**src/rtl/struct_assign_arb.sv**
```systemverilog
// Round-robin arbiter that shares one registered struct field-assign stage among NUM_REQ requesters.
// Define STRUCT_ASSIGN_ARB_STATS_EN to add per-requester saturating grant counters on grant_count.
module struct_assign_arb #(
  parameter int NUM_REQ       = 4,
  parameter int STRUCT_WIDTH  = 16,
  parameter int ASSIGN_OFFSET = 0,
  parameter int ASSIGN_SIZE   = 4,
  localparam int ID_WIDTH     = (NUM_REQ > 1) ? $clog2(NUM_REQ) : 1
) (
  input  logic                            clk,
  input  logic                            rst,
  input  logic [NUM_REQ*STRUCT_WIDTH-1:0] s_struct_axis_tdata,
  input  logic [NUM_REQ-1:0]              s_struct_axis_tvalid,
  output logic [NUM_REQ-1:0]              s_struct_axis_tready,
  input  logic [NUM_REQ*ASSIGN_SIZE-1:0]  s_assignv_axis_tdata,
  input  logic [NUM_REQ-1:0]              s_assignv_axis_tvalid,
  output logic [NUM_REQ-1:0]              s_assignv_axis_tready,
  output logic [STRUCT_WIDTH-1:0]         m_struct_axis_tdata,
  output logic [ID_WIDTH-1:0]             m_struct_axis_tdest,
  output logic                            m_struct_axis_tvalid,
  input  logic                            m_struct_axis_tready
`ifdef STRUCT_ASSIGN_ARB_STATS_EN
  ,
  output logic [NUM_REQ*16-1:0]           grant_count
`endif
);

  logic [NUM_REQ-1:0]      elig_p0;
  logic                    can_load_p0;
  logic                    found_p0;
  logic                    grant_vld_p0;
  logic [ID_WIDTH-1:0]     grant_p0;
  logic [STRUCT_WIDTH-1:0] load_data_p0;
  logic [ID_WIDTH-1:0]     rr_ptr;
  logic [STRUCT_WIDTH-1:0] data_p1;
  logic [ID_WIDTH-1:0]     dest_p1;
  logic                    vld_p1;

  // Returns {found, index} of the first eligible requester at or after ptr, wrapping.
  function automatic logic [ID_WIDTH:0] pick_first(input logic [NUM_REQ-1:0] elig,
                                                  input logic [ID_WIDTH-1:0] ptr);
    logic [ID_WIDTH:0] res;
    int idx;
    res = '0;
    for (int k = NUM_REQ - 1; k >= 0; k--) begin
      idx = int'(ptr) + k;
      if (idx >= NUM_REQ) idx = idx - NUM_REQ;
      if (elig[idx]) res = {1'b1, idx[ID_WIDTH-1:0]};
    end
    return res;
  endfunction

  function automatic logic [STRUCT_WIDTH-1:0] insert_field(input logic [STRUCT_WIDTH-1:0] s,
                                                          input logic [ASSIGN_SIZE-1:0] v);
    logic [STRUCT_WIDTH-1:0] r;
    r = s;
    r[ASSIGN_OFFSET +: ASSIGN_SIZE] = v;
    return r;
  endfunction

  // Stage p0: eligibility, grant selection and input handshake (combinational)
  always_comb begin
    elig_p0      = s_struct_axis_tvalid & s_assignv_axis_tvalid;
    can_load_p0  = !vld_p1 || m_struct_axis_tready;
    {found_p0, grant_p0} = pick_first(elig_p0, rr_ptr);
    grant_vld_p0 = found_p0 && can_load_p0 && rst;
    load_data_p0 = insert_field(s_struct_axis_tdata[int'(grant_p0)*STRUCT_WIDTH +: STRUCT_WIDTH],
                                s_assignv_axis_tdata[int'(grant_p0)*ASSIGN_SIZE +: ASSIGN_SIZE]);
    s_struct_axis_tready  = '0;
    s_assignv_axis_tready = '0;
    if (grant_vld_p0) begin
      s_struct_axis_tready[grant_p0]  = 1'b1;
      s_assignv_axis_tready[grant_p0] = 1'b1;
    end
  end

  // Stage p1: output register and round-robin pointer
  always_ff @(posedge clk or negedge rst) begin
    if (!rst) begin
      vld_p1  <= 1'b0;
      data_p1 <= '0;
      dest_p1 <= '0;
      rr_ptr  <= '0;
    end else if (grant_vld_p0) begin
      vld_p1  <= 1'b1;
      data_p1 <= load_data_p0;
      dest_p1 <= grant_p0;
      rr_ptr  <= (int'(grant_p0) == NUM_REQ - 1) ? '0 : grant_p0 + 1'b1;
    end else if (m_struct_axis_tready) begin
      vld_p1  <= 1'b0;
    end
  end

  assign m_struct_axis_tdata  = data_p1;
  assign m_struct_axis_tdest  = dest_p1;
  assign m_struct_axis_tvalid = vld_p1;

`ifdef STRUCT_ASSIGN_ARB_STATS_EN
  always_ff @(posedge clk or negedge rst) begin
    if (!rst) begin
      grant_count <= '0;
    end else if (grant_vld_p0) begin
      for (int i = 0; i < NUM_REQ; i++) begin
        if (int'(grant_p0) == i && grant_count[i*16 +: 16] != 16'hFFFF)
          grant_count[i*16 +: 16] <= grant_count[i*16 +: 16] + 16'd1;
      end
    end
  end
`endif

endmodule

```
**config.mk**
```make
export PLATFORM = sky130hd
export DESIGN_NAME = struct_assign_arb
export DESIGN_NICKNAME = d
export VERILOG_FILES = /design/src/rtl/struct_assign_arb.sv
export SDC_FILE = /design/constraint.sdc
export NUM_CORES = 1
export LEC_CHECK = 0
export BUFFER_PORTS_ARGS = -buffer_cell sky130_fd_sc_hd__buf_2
export CAP_MARGIN = 20
export CORE_ASPECT_RATIO = 0.75
export CORE_MARGIN = 5
export CORE_UTILIZATION = 37
export CTS_CLUSTER_SIZE = 28
export DETAILED_ROUTE_END_ITERATION = 10
export GPL_ROUTABILITY_DRIVEN = 0
export PLACE_DENSITY = 0.78
export SLEW_MARGIN = 20
export SYNTH_ARGS = -nofsm -noshare
export SYNTH_HDL_FRONTEND = slang
export SYNTH_SLANG_ARGS = --single-unit
```
**constraint.sdc**
```tcl
create_clock -name clk -period 1.9 [get_ports clk]
set_input_delay 0.285 -clock clk [delete_from_list [all_inputs] [get_ports clk]]
set_output_delay 0.285 -clock clk [all_outputs]
set_load 0.05 [all_outputs]
```
# [Word-level counts from Yosys, hierarchy flattened]
# Cells that the tools add are included.
# W data, S select, Z words.
[op_classes] addsub=8 n_lt_le_gt_ge=10 eq_ne=1 shifts=2 n_mux=26 bitwise_logic=1 n_reduce_logical=6
[ops] cell="$lt A32 B4 Y1 const B" n=4
[ops] cell="$mux W32" n=4
[ops] cell="$shiftx A64 B7 Y16" n=1
[ops] cell="$shiftx A16 B5 Y4" n=1
[ops] cell="$mux W3" n=4
[ops] cell="$sub A3 B3 Y4 const B" n=3
[ops] cell="$mux W1" n=11
[ops] cell="$ge A3 B3 Y1 const B" n=3
[ops] cell="$bmux W1 S2" n=4
[ops] cell="$add A2 B2 Y3 const B" n=2
[ops] cell="$and A4 B4 Y4" n=1
[ops] cell="$mux W4" n=1
[ops] cell="$sub A2 B3 Y4 const B" n=1
[ops] cell="$add A2 B1 Y3 const B" n=1
[ops] cell="$ge A2 B3 Y1 const B" n=1
[ops] cell="$logic_and A1 B1 Y1" n=3
[ops] cell="$lt A2 B3 Y1 const B" n=1
[ops] cell="$add A2 B1 Y2 const B" n=1
[ops] cell="$demux W1 S2" n=1
[ops] cell="$eq A2 B1 Y1 const B" n=1
[ops] cell="$ge A2 B1 Y1 const B" n=1
[ops] cell="$mux W2" n=1
[ops] cell="$reduce_bool A2 Y1" n=1
[ops] cell="$logic_not A1 Y1" n=1
[ops] cell="$logic_or A1 B1 Y1" n=1
[word_totals] regBits=21 in_bits=91 word_cells=58

# [Longest topological paths before layout]
# Gate-level depths: netlist (run 1).
[logic_depth] ltp_word=15 ltp_mapped=9 ltp_nobuf=7

# [Worst setup path after synthesis (run 1)]
# No wires, ideal clock.
[synth_timing] kind="reg2out" startpoint="register rr_ptr[1]" endpoint="output s_struct_axis_tready[1]" arrival_ns=2.844 path_slack_ns=-1.229 stages_incl_launch_ff=8 path_buffers=3 cell_sequence="dfrtp_1 -> buf_2 -> nand3b_1 -> a31oi_4 -> nand2_4 -> buf_2 -> nor3_1 -> buf_4"
[synth_via] elab_chain_len=15 word_cells_on_any_way=39
[synth_rtl] item="from (decl)" line_no="34" rtl="logic [ID_WIDTH-1:0] rr_ptr;"
[synth_rtl] item="from (signal assigned)" line_no="88" rtl="rr_ptr <= (int'(grant_p0) == NUM_REQ - 1) ? '0 : grant_p0 + 1'b1;"
[synth_rtl] item="$add A2 B2 Y3" line_no="46" rtl="idx = int'(ptr) + k;"
[synth_rtl] item="$sub A3 B3 Y4 or $ge A3 B3 Y1 (tied branches)" line_no="47" rtl="if (idx >= NUM_REQ) idx = idx - NUM_REQ;"
[synth_rtl] item="$mux W32" line_no="47"
[synth_rtl] item="$bmux W1 S2" line_no="48" rtl="if (elig[idx]) res = {1'b1, idx[ID_WIDTH-1:0]};"
[synth_rtl] item="$mux W1 (implied by the code) (2 in series)" line_no="48"
[synth_rtl] item="$mux W3 (3 in series)" line_no="48"
[synth_rtl] item="$mux W3 *" line_no="48"
[synth_rtl] item="$lt A2 B3 Y1 or $ge A2 B1 Y1 (tied branches)"
[synth_rtl] item="$logic_and A1 B1 Y1"
[synth_rtl] item="$mux W1"
[synth_rtl] item="$demux W1 S2"
[synth_rtl] item="$mux W4 *"
[synth_rtl] item="to (decl)" line_no="14" rtl="output logic [NUM_REQ-1:0] s_struct_axis_tready,"
# Mark *: on every way between the ends. The rest lies on a longest branch, timed or not. The select of a mux whose other input is x is not followed.

# [Final worst setup path (run 1)]
[layout_timing] startpoint="register rr_ptr[1]" endpoint="output s_struct_axis_tready[3]"
[layout_via] elab_chain_len=15 word_cells_on_any_way=39
[layout_rtl] item="$add A2 B2 Y3" line_no="46"
[layout_rtl] item="$sub A3 B3 Y4 or $ge A3 B3 Y1 (tied branches)" line_no="47"
[layout_rtl] item="$mux W32" line_no="47"
[layout_rtl] item="$bmux W1 S2" line_no="48"
[layout_rtl] item="$mux W1 (implied by the code) (2 in series)" line_no="48"
[layout_rtl] item="$mux W3 (3 in series)" line_no="48"
[layout_rtl] item="$mux W3 *" line_no="48"
[layout_rtl] item="$lt A2 B3 Y1 (implied by the code) or $ge A2 B1 Y1 (tied branches)" line_no="72" rtl="s_struct_axis_tready[grant_p0] = 1'b1;"
[layout_rtl] item="$logic_and A1 B1 Y1 (implied by the code)" line_no="72"
[layout_rtl] item="$mux W1 (implied by the code)" line_no="72"
[layout_rtl] item="$demux W1 S2" line_no="72"
[layout_rtl] item="$mux W4 *" line_no="71" rtl="if (grant_vld_p0) begin"
# Marks and branches as above.

==> results of run 1 <==
cell type report:
class,count,area [sq um]
Inverter,2,10.0
Sequential cell,21,527
Fill cell,393,1760
Tap cell,57,71.3
Timing Repair Buffer,137,883
Multi-Input combinational cell,143,1090
Clock buffer,4,45.0
registers in the layout, indices dropped and copies added (netlist names):
name and flops:
rr_ptr 2, m_struct_axis_tvalid 1, m_struct_axis_tdest 2, m_struct_axis_tdata 16
critical path: cells and delay by family (launching register included):
| kind | cells | cell delay [ps] |
|---|---|---|
| compound gates | 1 | 200 |
| fa+ha+maj | 1 | 120 |
| buf+inv | 3 | 350 |
| flops | 1 | 430 |
| simple gates | 3 | 450 |
Yosys cell counts, types with 2 or more instances:
library cell,number
o21ai_0,16
a211oi_2,17
nand3b_1,2
dfrtp_1,21
and3_1,17
buf_4,5
buf_2,5
and2_1,3
a21oi_1,17
nand3_1,3
clkbuf_1,5
a211oi_1,15
nand2_1,12
nor3_1,3
buf_6,2
nor2_1,20
routing by layer:
layer	up-vias	routed length, um
li1	930	-
met1	898	2460
met2	92	2890
met3	9	633
met4	0	78
met5	-	0
power by group through the flow:
stage	clock network, mW	registers, mW	logic (mW)
after detailed placement	0	0.662	1.37
after global routing	0.334	0.679	1.53
final	0.306	0.658	1.44
after floorplan	0	1.08	0.527
after CTS	0.316	0.657	1.42
after global placement	0	0.659	1.34
logic make-up (layout without fill, tap and decap cells):
group                      Yosys count  count (layout)  share of synthesized area [%]
adders and majority gates            1               1                          0.760
AOI/OAI and AO/OA                   77              77                           40.3
buffers and inverters               19             143                           6.76
DFF                                 21              21                           31.9
and+or+nand+nor                     65              65                           20.3
placed cells by master (no fill, tap or decap), types with 3 or more instances in the layout:
cell	netlist	routed
buf_6	2	8
a21oi_1	17	17
o21ai_0	16	16
a211oi_1	15	11
buf_8	0	6
and3_1	17	16
nor2_1	20	18
buf_2	5	93
a211oi_2	17	21
dfrtp_1	21	20
nand3_1	3	3
buf_4	5	29
clkbuf_8	0	3
nand2_1	12	12
per-stage QoR:
| step | hold slack (ps) | instances | cell area, sq um |
|---|---|---|---|
| floorplan | -10.6 | 183 | 1740 |
| global placement | 296 | 355 | 2410 |
| detailed placement | 307 | 355 | 2410 |
| CTS | 13.7 | 362 | 2570 |
| global route | 32.0 | 364 | 2630 |
| finish | 8.43 | 364 | 2630 |
repair_timing:
action	4_1_cts	5_1_grt
cloned	0	1
endpoints found under the hold margin	0	0
setup endpoints to repair	9	24
buffers inserted	3	1
resized for setup	25	12
pin swaps	5	10
path summary, 6_finish.rpt:
path / slack (ps) / to / cells past startpoint
worst max-delay path: -220 / s_struct_axis_tready[3] / 8
worst min-delay path: 8 / m_struct_axis_tdata[4] / 2
worst max register to register: -10 / m_struct_axis_tdata[0] / 8
worst min register to register: 480 / m_struct_axis_tdest[0] / 2
max in group asynchronous: 1640 / m_struct_axis_tvalid / 2
min in group clk: 270 / m_struct_axis_tdata[12] / 3
==> results.ini, run 1 <==
[outcome]
status = finished with violations
violations = setup timing

[timing]
rsz0062_at_grt = yes
drv_slew = 0
tightest_slew_ps = 368
fin_crit_sh_pct = 112
fmax_ghz = 0.471
relSlewSlack_pct = 75.4
finalSetupTns_ps = -1440
setup_violations = 9
finClkSkew_ps = 1.38
period_minus_slack_ps = 2120
setup_slack_ps = -222
hold_viol_final = 0

[pwr]
switching_share_pct = 49.1
irDropWorstVdd_v = 0.000439
p_int_mw = 1.23
power_mw = 2.41
combPwrFrac_pct = 59.9
power.leakage_nw = 1.24
switchingPower_mw = 1.18
clockPowerShare_pct = 12.7
power.density_nw_per_um2 = 917
power_frac_seq_pct = 27.4

[drt]
finalWirelength_um = 6060
drtAntennaViolNets = 0
num_vias = 1929
drt-pass1-iter-count = 4
vias_per_cell = 5.30
wl_per_cell_um = 16.6
drc = 0
drtIter0Drc = 112

[placement]
place_hpwl_um = 4730
port_buffers = 101
pre_cts_ws_ps = -139

[grt]
overflow = 0
grt-busiest-layer = met2
grt_pass1_vias = 1986
grt_use_met2_pct = 36.3
track_usage_pct = 20.9
antenna_found_initial = 0
grt_use_met1_pct = 25.1
met3_usage_pct = 6.71
grt_max_degree = 24
grt_pass1_wl_um = 9580

[die]
die-area_sq_um = 5900
initial_core_util_pct = 37.5
rows = 21
die_w_um = 87.0
dieHeight_um = 67.8
core_sq_um = 4390
ios = 118

[setup_path]
crit_chain = buf_6 -> and4bb_1 -> a31oi_4 -> nand2_4 -> inv_4 -> ha_4 -> and2_4 -> buf_8
worstSetupPathType = register to output pin
critPathSlowestCell = dfrtp_1
end_kind = output pin
cp_data_arrival_time_ps = 1840
r2r_start = rr_ptr[1]
crit_fanout = 4
worstSetupStartpoint = rr_ptr[1]
critPathMaxStageDelay_ps = 430
crit_required_ps = 1620
start_kind = register

[cells_and_area]
area_growth_pct = 59.4
drive_above_1_share_pct = 58.6
final_core_util_pct = 59.8
fin_nets = 400
antenna_cells = 0

[synthesis]
avgSynthCellArea_sq_um = 9.00
synth_edf_count = 0
netlist_top_cells_area = dfrtp_1, a211oi_2, a211oi_1, and3_1, a21oi_1
synthesis.nets = 275
synth_warnings = 0
synth_top_area_cell = dfrtp_1
synth-seq-area-share_pct = 31.9
synth_cell_types = 36
synth-main-ff-cell = dfrtp_1
synth-seq-cells = 21
synth_top_area_share_pct = 31.9
syn_inst = 183
synthArstFlopShare_pct = 100
synth_area_sq_um = 1650

[cts]
clockBufferDepth = 2
clk_latency_ps = 270
clk_pin_slew_ps = 80
numClockSinks = 21
cts_buffers = 3
hold_buffers = 0
cts_tree = built
cts-root-buf = clkbuf_8
htreeDepth = 1

[flow_run]
drv_cap = 0

[hold_path]
min_path_type = input pin to asynchronous set/reset pin

Power figures use the tool's default switching activity.
==> inputs of run 2 (changes only) <==
==> constraint.sdc (replaced) <==
create_clock -name clk -period 1.9 [get_ports clk]
set_input_delay 0.19 -clock clk [delete_from_list [all_inputs] [get_ports clk]]
set_output_delay 0.19 -clock clk [all_outputs]
set_load 0.05 [all_outputs]
==> results.ini, run 2 (synthesis gave the netlist of run 1 again) <==
[setup_path]
crit_family = buffers and inverters  ; was simple AND/OR/NAND/NOR gates
crit_cells = 7  ; was 8
worstSetupPathType = register to output pin  ; unchanged
worstSetupStartpoint = rr_ptr[0]  ; was rr_ptr[1]
setup.worst_path.end = s_assignv_axis_tready[0]  ; was s_struct_axis_tready[3]
critPathMaxStageDelay_ps = 400  ; was 430 ps
r2r_start = rr_ptr[0]  ; was rr_ptr[1]
end_kind = output pin  ; unchanged
crit_fanout = 5  ; was 4
crit_top_cell = buf_4
critPathSlowestCell = dfrtp_2  ; was dfrtp_1
r2r-end = m_struct_axis_tdata[10]  ; was m_struct_axis_tdata[0]
crit_required_ps = 1710  ; was 1620 ps
rrSetupSlack_ps = 70  ; was -10 ps
cp_data_arrival_time_ps = 1860  ; was 1840 ps
reg2reg_depth = 8  ; unchanged
crit_chain = buf_4 -> nor3b_1 -> buf_4 -> o31ai_4 -> buf_12 -> nor2_4 -> buf_2  ; was buf_6 -> and4bb_1 -> a31oi_4 -> nand2_4 -> inv_4 -> ha_4 -> and2_4 -> buf_8
start_kind = register  ; unchanged
cp_num_buf_inv = 4  ; was 3

[cts]
clk_latency_ps = 260  ; was 270 ps
clockBufferDepth = 2  ; unchanged
cts_buffers = 3  ; unchanged
htreeDepth = 1  ; unchanged
clk_pin_slew_ps = 80  ; about the same
numClockSinks = 21  ; unchanged
cts_tree = built  ; unchanged
cts-root-buf = clkbuf_8  ; unchanged

[drt]
drtIter0Drc = 121  ; was 112
num_vias = 1906  ; was 1,929
drt-pass1-iter-count = 4  ; unchanged
drc = 0  ; unchanged
finalWirelength_um = 5930  ; was 6060 um
vias_per_cell = 5.29  ; was 5.30
wl_per_cell_um = 16.5  ; was 16.6 um
drtAntennaViolNets = 0  ; unchanged

[grt]
grt_use_met1_pct = 24.5  ; was 25.1%
grt_max_degree = 22  ; was 24
grt_use_met2_pct = 35.3  ; was 36.3%
met3_usage_pct = 6.46  ; was 6.71%
grt-busiest-layer = met2  ; unchanged
grt_pass1_wl_um = 9110  ; was 9580 um
track_usage_pct = 20.1  ; was 20.9%
antenna_found_initial = 0  ; unchanged
overflow = 0  ; unchanged
grt_pass1_vias = 1902  ; was 1,986

[outcome]
status = finished with violations  ; unchanged
violations = setup timing  ; unchanged

[die]
dieHeight_um = 67.8  ; unchanged
die-area_sq_um = 5900  ; unchanged
core_sq_um = 4390  ; unchanged
initial_core_util_pct = 37.5  ; unchanged
ios = 118  ; unchanged
rows = 21  ; unchanged
die_w_um = 87.0  ; unchanged

[cells_and_area]
final_cell_mix = buf_2, buf_4, nor2_1, a211oi_2, dfrtp_1  ; was buf_2, buf_4, a211oi_2, dfrtp_1, nor2_1
largest_reg_flops = 16  ; unchanged
fillers = 408  ; was 393
fin_nets = 396  ; was 400
final_core_util_pct = 58.1  ; was 59.8%
drive_above_1_share_pct = 57.8  ; was 58.6%
antenna_cells = 0  ; unchanged
area_growth_pct = 54.7  ; was 59.4%
final_common_cell = buf_2  ; unchanged

[timing]
finalSetupTns_ps = -994  ; was -1440 ps
period_minus_slack_ps = 2050  ; was 2120 ps
setup_slack_ps = -152  ; was -222 ps
hold_viol_final = 0  ; unchanged
setup_violations = 8  ; was 9
hold_ws_ps = 126  ; was 8.43 ps
tightest_slew_ps = 494  ; was 368 ps
fmax_ghz = 0.487  ; was 0.471 GHz
drv_slew = 0  ; unchanged
rsz0062_at_grt = yes  ; unchanged
finClkSkew_ps = 4.66  ; was 1.38 ps
relSlewSlack_pct = 67.1  ; was 75.4%
fin_crit_sh_pct = 108  ; was 112%

[pwr]
irDropWorstVdd_v = 0.000511  ; was 0.000439 V
power.leakage_nw = 1.21  ; was 1.24 nW
power_mw = 2.37  ; was 2.41 mW
power.density_nw_per_um2 = 929  ; was 917 nW/um^2

[placement]
port_buffers = 101  ; unchanged
pre_cts_ws_ps = -12.4  ; was -139 ps
place_hpwl_um = 4480  ; was 4730 um

[flow_run]
drv_cap = 0  ; unchanged

[hold_path]
min_path_type = input pin to asynchronous set/reset pin  ; unchanged

run 2: metal layers:
metal  share of wire, %  vias up
li1                   -      926
met1                 40      880
met2                 48       94
met3                 11        6
met4               0.69        0
met5                  0        -
run 2: layout make-up:
| class | count | area, sq um | share of cell area (%) |
|---|---|---|---|
| Inverter | 2 | 7.51 | 0.295 |
| Tap cell | 57 | 71.3 | 2.80 |
| Multi-Input combinational cell | 143 | 1070 | 42.1 |
| Clock buffer | 4 | 45.0 | 1.77 |
| Timing Repair Buffer | 133 | 821 | 32.2 |
| Sequential cell | 21 | 529 | 20.8 |
run 2: how the worst min path moves through the flow:
stage,startpoint,end,slack (ps),depth (start not counted)
2_1_floorplan,rst,m_struct_axis_tdata[0],-110,0
3_3_place_gp,rst,m_struct_axis_tdata[4],200,2
3_5_place_dp,rst,m_struct_axis_tdata[5],210,2
4_1_cts,s_struct_axis_tdata[36],m_struct_axis_tdata[4],170,3
5_1_grt,rst,m_struct_axis_tdata[4],170,3
6_report,rst,m_struct_axis_tdata[5],130,3
run 2: what timing repair did:
| item | 4_1_cts | 5_1_grt |
|---|---|---|
| endpoints found under the setup margin | 9 | 21 |
| hold buffers | 1 | 0 |
| pin swaps | 4 | 3 |
| setup buffers | 5 | 2 |
| resized for setup | 16 | 5 |
| endpoints found under the hold margin | 21 | 0 |
run 2: through the flow:
step,cells,cell area (sq um)
floorplan,183,1740
detailed placement,348,2370
finish,360,2550
global route,360,2550
global placement,348,2370
CTS,358,2510
run 2: worst register-to-register path, delay by kind of cell, from the launching register on:
family                 cells  cell delay (ps)
flip-flops                 1              400
AND/OR/NAND/NOR            1              320
AO/OA/AOI/OAI              3              400
buffers and inverters      4              590
run 2: power breakdown:
| part | leakage (nW) | internal (mW) | total [mW] | switching [mW] |
|---|---|---|---|---|
| Sequential | 0.236 | 0.580 | 0.667 | 0.0866 |
| Clock | 0.0228 | 0.149 | 0.297 | 0.147 |
| Combinational | 0.951 | 0.475 | 1.40 | 0.927 |
| Total | 1.21 | 1.20 | 2.37 | 1.16 |
